[src/rtl/uart_esc_decoder.sv]
// uart_esc_decoder: strips the ESC protocol from the UART RX FIFO stream into data, command and pulse outputs
// Ports: CLK_I/RST_I clock and async reset; RX_EMPTY_I/DREC_I/RE_O FWFT RX FIFO pop side;
// DATA_O/VALID_O/READY_I decoded data handshake; CMD_O/CMD_VALID_O command byte and strobe;
// ESC_DETECTED_O completed-escape pulse; ERR_O escape-prefix timeout pulse.
module uart_esc_decoder #(
  parameter logic [7:0] ESC_BYTE       = 8'hB1,
  parameter int         TIMEOUT_CYCLES = 1000
) (
  input  logic       CLK_I,
  input  logic       RST_I,
  input  logic       RX_EMPTY_I,
  input  logic [7:0] DREC_I,
  output logic       RE_O,
  output logic [7:0] DATA_O,
  output logic       VALID_O,
  input  logic       READY_I,
  output logic [7:0] CMD_O,
  output logic       CMD_VALID_O,
  output logic       ESC_DETECTED_O,
  output logic       ERR_O
);
  localparam int CW = $clog2(TIMEOUT_CYCLES + 1);
  localparam logic [CW-1:0] TMO = CW'(TIMEOUT_CYCLES);
  typedef enum logic {NORMAL, ESC_SEEN} state_t;
  state_t        r_state, w_state_nxt;
  logic [CW-1:0] r_cnt, w_cnt_nxt, w_cnt_inc;
  logic [7:0]    r_data, w_data_nxt, r_cmd, w_cmd_nxt;
  logic          r_valid, w_valid_nxt, r_cmd_vld, w_cmd_vld_nxt;
  logic          r_esc, w_esc_nxt, r_err, w_err_nxt;
  logic          w_free, w_pop, w_is_esc;
  assign w_free    = !r_valid || READY_I;
  assign w_pop     = !RST_I && !RX_EMPTY_I && w_free;
  assign w_is_esc  = DREC_I == ESC_BYTE;
  assign w_cnt_inc = (r_cnt == TMO) ? r_cnt : r_cnt + CW'(1);
  always_comb begin
    w_state_nxt   = r_state;
    w_cnt_nxt     = r_cnt;
    w_data_nxt    = r_data;
    w_valid_nxt   = r_valid && !READY_I;
    w_cmd_nxt     = r_cmd;
    w_cmd_vld_nxt = 1'b0;
    w_esc_nxt     = 1'b0;
    w_err_nxt     = 1'b0;
    if (r_state == NORMAL) begin
      if (w_pop && w_is_esc) begin
        w_state_nxt = ESC_SEEN;
        w_cnt_nxt   = '0;
      end else if (w_pop) begin
        w_data_nxt  = DREC_I;
        w_valid_nxt = 1'b1;
      end
    end else if (w_pop) begin
      // a byte arriving on the terminal-count cycle still completes the escape
      w_state_nxt   = NORMAL;
      w_esc_nxt     = 1'b1;
      w_data_nxt    = w_is_esc ? DREC_I : r_data;
      w_valid_nxt   = w_is_esc || w_valid_nxt;
      w_cmd_nxt     = w_is_esc ? r_cmd : DREC_I;
      w_cmd_vld_nxt = !w_is_esc;
    end else if (w_cnt_inc == TMO) begin
      w_state_nxt = NORMAL;
      w_cnt_nxt   = '0;
      w_err_nxt   = 1'b1;
    end else begin
      w_cnt_nxt = w_cnt_inc;
    end
  end
  always_ff @(posedge CLK_I or posedge RST_I) begin
    if (RST_I) begin
      r_state   <= NORMAL;
      r_cnt     <= '0;
      r_data    <= 8'h00;
      r_valid   <= 1'b0;
      r_cmd     <= 8'h00;
      r_cmd_vld <= 1'b0;
      r_esc     <= 1'b0;
      r_err     <= 1'b0;
    end else begin
      r_state   <= w_state_nxt;
      r_cnt     <= w_cnt_nxt;
      r_data    <= w_data_nxt;
      r_valid   <= w_valid_nxt;
      r_cmd     <= w_cmd_nxt;
      r_cmd_vld <= w_cmd_vld_nxt;
      r_esc     <= w_esc_nxt;
      r_err     <= w_err_nxt;
    end
  end
  assign RE_O           = w_pop;
  assign DATA_O         = r_data;
  assign VALID_O        = r_valid;
  assign CMD_O          = r_cmd;
  assign CMD_VALID_O    = r_cmd_vld;
  assign ESC_DETECTED_O = r_esc;
  assign ERR_O          = r_err;
endmodule

[config.mk]
export PLATFORM = sky130hd
export DESIGN_NAME = uart_esc_decoder
export DESIGN_NICKNAME = d
export VERILOG_FILES = /design/src/rtl/uart_esc_decoder.sv
export SDC_FILE = /design/constraint.sdc
export NUM_CORES = 1
export LEC_CHECK = 0
export CORE_ASPECT_RATIO = 1.25
export CORE_UTILIZATION = 50
export DETAILED_ROUTE_END_ITERATION = 16
export PLACE_DENSITY = 0.78
export REMOVE_ABC_BUFFERS = 1
export SLEW_MARGIN = 10
export SYNTH_ARGS = -nofsm -noshare
export SYNTH_HDL_FRONTEND = slang
export SYNTH_SLANG_ARGS = --single-unit
[constraint.sdc]
create_clock -name CLK_I -period 2.4 [get_ports CLK_I]
set_input_delay 0.72 -clock CLK_I [delete_from_list [all_inputs] [get_ports CLK_I]]
set_output_delay 0.72 -clock CLK_I [all_outputs]
set_load 0.02 [all_outputs]
=== After elaboration in Yosys (flattened, before gate mapping) ===
Index checks and enable logic that the tools add are counted.

* $add $sub $neg: 1
* Equality and inequality tests: 6
* Muxes and demuxes: 25
* Bitwise logic cells: 1
* Reduce and logical (&&, ||, !) cells: 15

{| class="wikitable"
|+ Operator list
! kind !! number
|-
| $mux W10 || 5
|-
| $mux W8 || 5
|-
| $eq A10 B10 Y1 const B || 2
|-
| $mux W1 || 15
|-
| $add A10 B1 Y10 const B || 1
|-
| $eq A8 B8 Y1 const B || 1
|-
| $reduce_and A3 Y1 || 2
|-
| $logic_not A1 Y1 || 5
|-
| $logic_and A1 B1 Y1 || 4
|-
| $ne A2 B2 Y1 const B || 2
|-
| $logic_or A1 B1 Y1 || 2
|-
| $ne A2 B1 Y1 const B || 1
|-
| $reduce_and A2 Y1 || 1
|-
| $reduce_bool A2 Y1 || 1
|-
| $not A1 Y1 || 1
|}

* Register bits: 31
* Bits of input ports: 12
* Output and inout port bits: 21
* Word-level logic and storage cells: 56

=== Longest topological paths before layout ===
* Depth in word-level cells: 6
* Depth in mapped cells: 7
* Gate-level depth less buffers: 7

=== Worst setup path after synthesis ===
Ideal clock, no wire load.

* Path kind: input to register
* Start: in DREC_I[1]
* End: reg r_data[0] (netlist: DATA_O[0])
* Setup time: 0.125 ns
* Arrival time: 1.973 ns
* Required time: 2.275 ns
* Slack: 0.302 ns
* Cell stages on the path: 5
* Buffers on the path: 0
* Path through: nor4b_2 > nand4_2 > xnor2_1 > nor2_2 > mux2_2

* Word-level cells in the longest chain between the ends: 4
* Elaborated cells on any way between the ends: 5
* Classes of those cells: 3 x eq/ne; 2 x reduce/logical

{| class="wikitable"
|+ RTL lines
! item !! line !! source
|-
| from (decl) || 12 || <nowiki>input logic [7:0] DREC_I,</nowiki>
|-
| $eq A8 B8 Y1 * || 33 || <nowiki>assign w_is_esc = DREC_I == ESC_BYTE;</nowiki>
|-
| $logic_and A1 B1 Y1 || 45 || <nowiki>if (w_pop && w_is_esc) begin</nowiki>
|-
| $ne A2 B2 Y1 (no line) || n/a ||
|-
| $reduce_and A3 Y1 (no line) * || n/a ||
|-
| to (signal assigned) || 81 || <nowiki>r_data <= w_data_nxt;</nowiki>
|-
| to (decl) || 27 || <nowiki>logic [7:0] r_data, w_data_nxt, r_cmd, w_cmd_nxt;</nowiki>
|}

Mark *: on every way between the ends. The rest lies on a longest branch, timed or not.
A chain may end at the register's enable or synchronous reset.

=== Final worst setup path ===
* Start: in READY_I
* End: out RE_O

* Word-level cells in the longest chain between the ends: 2

{| class="wikitable"
|+ RTL lines
! item !! line !! source
|-
| from (decl) || 16 || <nowiki>input logic READY_I,</nowiki>
|-
| $logic_or A1 B1 Y1 || 31 || <nowiki>assign w_free = !r_valid || READY_I;</nowiki>
|-
| $logic_and A1 B1 Y1 || 32 || <nowiki>assign w_pop = !RST_I && !RX_EMPTY_I && w_free;</nowiki>
|-
| to (decl) || 13 || <nowiki>output logic RE_O,</nowiki>
|}

No other way between the ends.

==> flow_metrics.py <==
metrics = {
    "logic_synthesis": {
        "synth_common_cells": "dfrtp_1, mux2_2, nand2_1, nor3_1",
        "synth_top_area_share_pct": 48.6,
        "ys.flop_type": "dfrtp_1",
        "synth_top_cell_by_area": "dfrtp_1",
        "synth-edff-count": 0,
        "synth_top_cells_by_area": "dfrtp_1, mux2_2, nor3_1, xnor2_1, xor2_1",
        "ys_async_sr_fraction_pct": 100,
        "yosysSeqAreaShare_pct": 48.6,
        "ys_ff_latch": 31,
        "ys_types": 45,
        "synthMostInstantiatedCell": "dfrtp_1",
        "syn_inst": 137,
        "avgSynthCellArea_um2": 11.7,
        "ys_warn_count": 0,
        "netlist_area_um2": 1600,
    },
    "critical_path": {
        "endpoint_kind": "output pin",
        "worstPathMaxFanout": 2,
        "startpoint_type": "input pin",
        "arrival_ns": 1.61,
        "critical_path_class": "in -> out",
        "critical_path_required_ns": 1.68,
    },
    "cells_and_area": {
        "diodes": 0,
        "synthToLayoutAreaGrowth_pct": 35.5,
        "fin_area_um2": 2160,
        "nets": 203,
        "drive_gt1_share_pct": 30.5,
    },
    "timing": {
        "relSlewSlack_pct": 71.8,
        "worstMarginPinSlew_ns": 0.422,
        "finalClockSkew_ns": 0.0114,
        "finalHoldViolCount": 0,
        "min_period_ns": 2.33,
        "fmax_mhz": 429,
        "rsz0062_at_grt": "false",
        "setup_ws_ns": 0.0706,
        "setup_viol_count_final": 0,
        "slew_violations": 0,
        "fin_crit_sh_pct": 97.1,
    },
    "place": {
        "place.gp.congestion": 0.908,
        "hpwl_um": 2640,
        "place_ws_ns": -0.371,
        "io_buffer_count": 32,
        "placed_area_um2": 2080,
    },
    "power_and_ir_drop": {
        "vdd_drop_max_uv": 693,
        "p_leak_nw": 0.940,
        "power_density_nw_per_um2": 587,
    },
    "global_route": {
        "grt_pass1_wl_um": 5910,
        "antenna_found_initial": 0,
        "grt-ovfl-total": 0,
        "grtUsageTotal_pct": 23.9,
        "grt_pass1_vias": 1303,
        "grt_max_degree": 32,
    },
    "route": {
        "wl_met1_um": 1400,
        "wl_met3_um": 196,
        "top_layer": "met4",
        "routed_wl_um": 3480,
        "routedWlPerCell_um": 15.4,
        "drc": 0,
        "drt.antenna.violating_nets": 0,
        "vias": 1294,
        "wl_met2_um": 1860,
        "initialDrtViolationCount": 22,
        "drtPass1Iterations": 4,
        "avgViaCountPerCell": 5.73,
    },
    "die": {
        "initial_utilization_pct": 53.2,
        "die-area_um2": 3420,
        "die_w_um": 52.5,
        "rows": 22,
        "core_um2": 3000,
        "io_pins": 33,
        "die_h_um": 65.2,
    },
    "cts": {
        "cts_buffer_depth": 2,
        "h-tree-depth": 2,
        "post_cts_buffers": 0,
        "cts-buffers-inserted": 5,
        "clk_pin_slew_worst_paths_ns": 0.09,
        "cts_resized": 4,
        "clk_latency_ns": 0.33,
        "clkSinkCount": 31,
        "clock-root-buffer": "clkbuf_4",
        "cts_hold_buffers": 0,
        "cts_tree": "built",
    },
    "outcome": {
        "status": "complete, no violations",
    },
    "worst_hold_path": {
        "hold_path_class": "reg -> reg",
    },
    "flow_run": {
        "cap_violations": 0,
    },
}
## report_power, final
part           switching (mW)  leakage [nW]  internal (mW)  total (mW)
registers              0.0309         0.408          0.559       0.590
logic                   0.125         0.483          0.132       0.257
clock network           0.177        0.0482          0.246       0.423
## critical path, cell delays in order
cell             delay [ns]
clkdlybuf4s50_1        0.48
nand2b_1               0.13
nand2_1                0.07
inv_1                  0.05
buf_2                  0.15
## sequential cells by signal (all words and copies together), names as in the netlist
name,flops
ERR_O,1
r_state,1
VALID_O,1
CMD_O,8
DATA_O,8
ESC_DETECTED_O,1
r_cnt,10
CMD_VALID_O,1
## per-layer routing
layer	GRT usage [%]	up-vias
met1	28.2	642
li1	-	603
met3	5.79	3
met5	0	-
met2	41.1	46
met4	8.88	0
## path summary, 6_finish.rpt
kind                            cells past startpoint       from  slack, ns   endpoint
worst max register to register                      6   r_cnt[0]       0.37   r_cnt[7]
worst min register to register                      1  DATA_O[2]       0.52  DATA_O[2]
min in group asynchronous                           4      RST_I       0.93  DATA_O[7]
max in group asynchronous                           4      RST_I       1.18   r_cnt[7]
worst min-delay path                                1  DATA_O[2]       0.52  DATA_O[2]
worst max-delay path                                5    READY_I       0.07       RE_O
## cell usage in the layout, fill, tap and decap left out, types with 3 or more instances in the layout
| cell | n |
|---|---|
| clkdlybuf4s50_1 | 31 |
| clkbuf_4 | 5 |
| nor2b_1 | 4 |
| xor2_1 | 4 |
| nor3_1 | 7 |
| xnor2_1 | 4 |
| nand4_1 | 3 |
| nor4_1 | 3 |
| dfrtp_1 | 31 |
| nor2_1 | 5 |
| inv_1 | 5 |
| mux2_2 | 16 |
| nand2_1 | 7 |
| buf_4 | 17 |
## metrics by stage
step / utilization (%) / cells / power (mW) / hold slack [ns] / setup TNS (ns)
2_1_floorplan: - / 132 / 0.723 / 0.518 / 0
3_3_place_gp: 69.4 / 218 / 0.846 / 0.489 / -3.39
3_5_place_dp: 69.4 / 218 / 0.858 / 0.499 / -3.79
4_1_cts: 72.1 / 226 / 1.28 / 0.522 / 0
5_1_grt: 72.1 / 226 / 1.33 / 0.542 / 0
6_report: 72.1 / 226 / 1.27 / 0.518 / 0
## cells by family after synthesis
| family | after synthesis | synth area share (%) |
|---|---|---|
| DFF | 31 | 48.6 |
| xor gates and xnor gates | 8 | 4.39 |
| buffers and inverters | 10 | 2.90 |
| muxes | 16 | 11.3 |
| and+or+nand+nor | 50 | 20.8 |
| AOI/OAI and AO/OA | 20 | 10.5 |
| adders and majority gates | 2 | 1.57 |
## final cells by class
class	count	area (um^2)
Fill cell	232	837
Sequential cell	31	776
Multi-Input combinational cell	96	774
Timing Repair Buffer	50	463
Clock buffer	6	51.3
Tap cell	36	45.0
Clock inverter	2	35.0
Inverter	5	18.8
No activity file was read; power rests on OpenSTA's default activity.
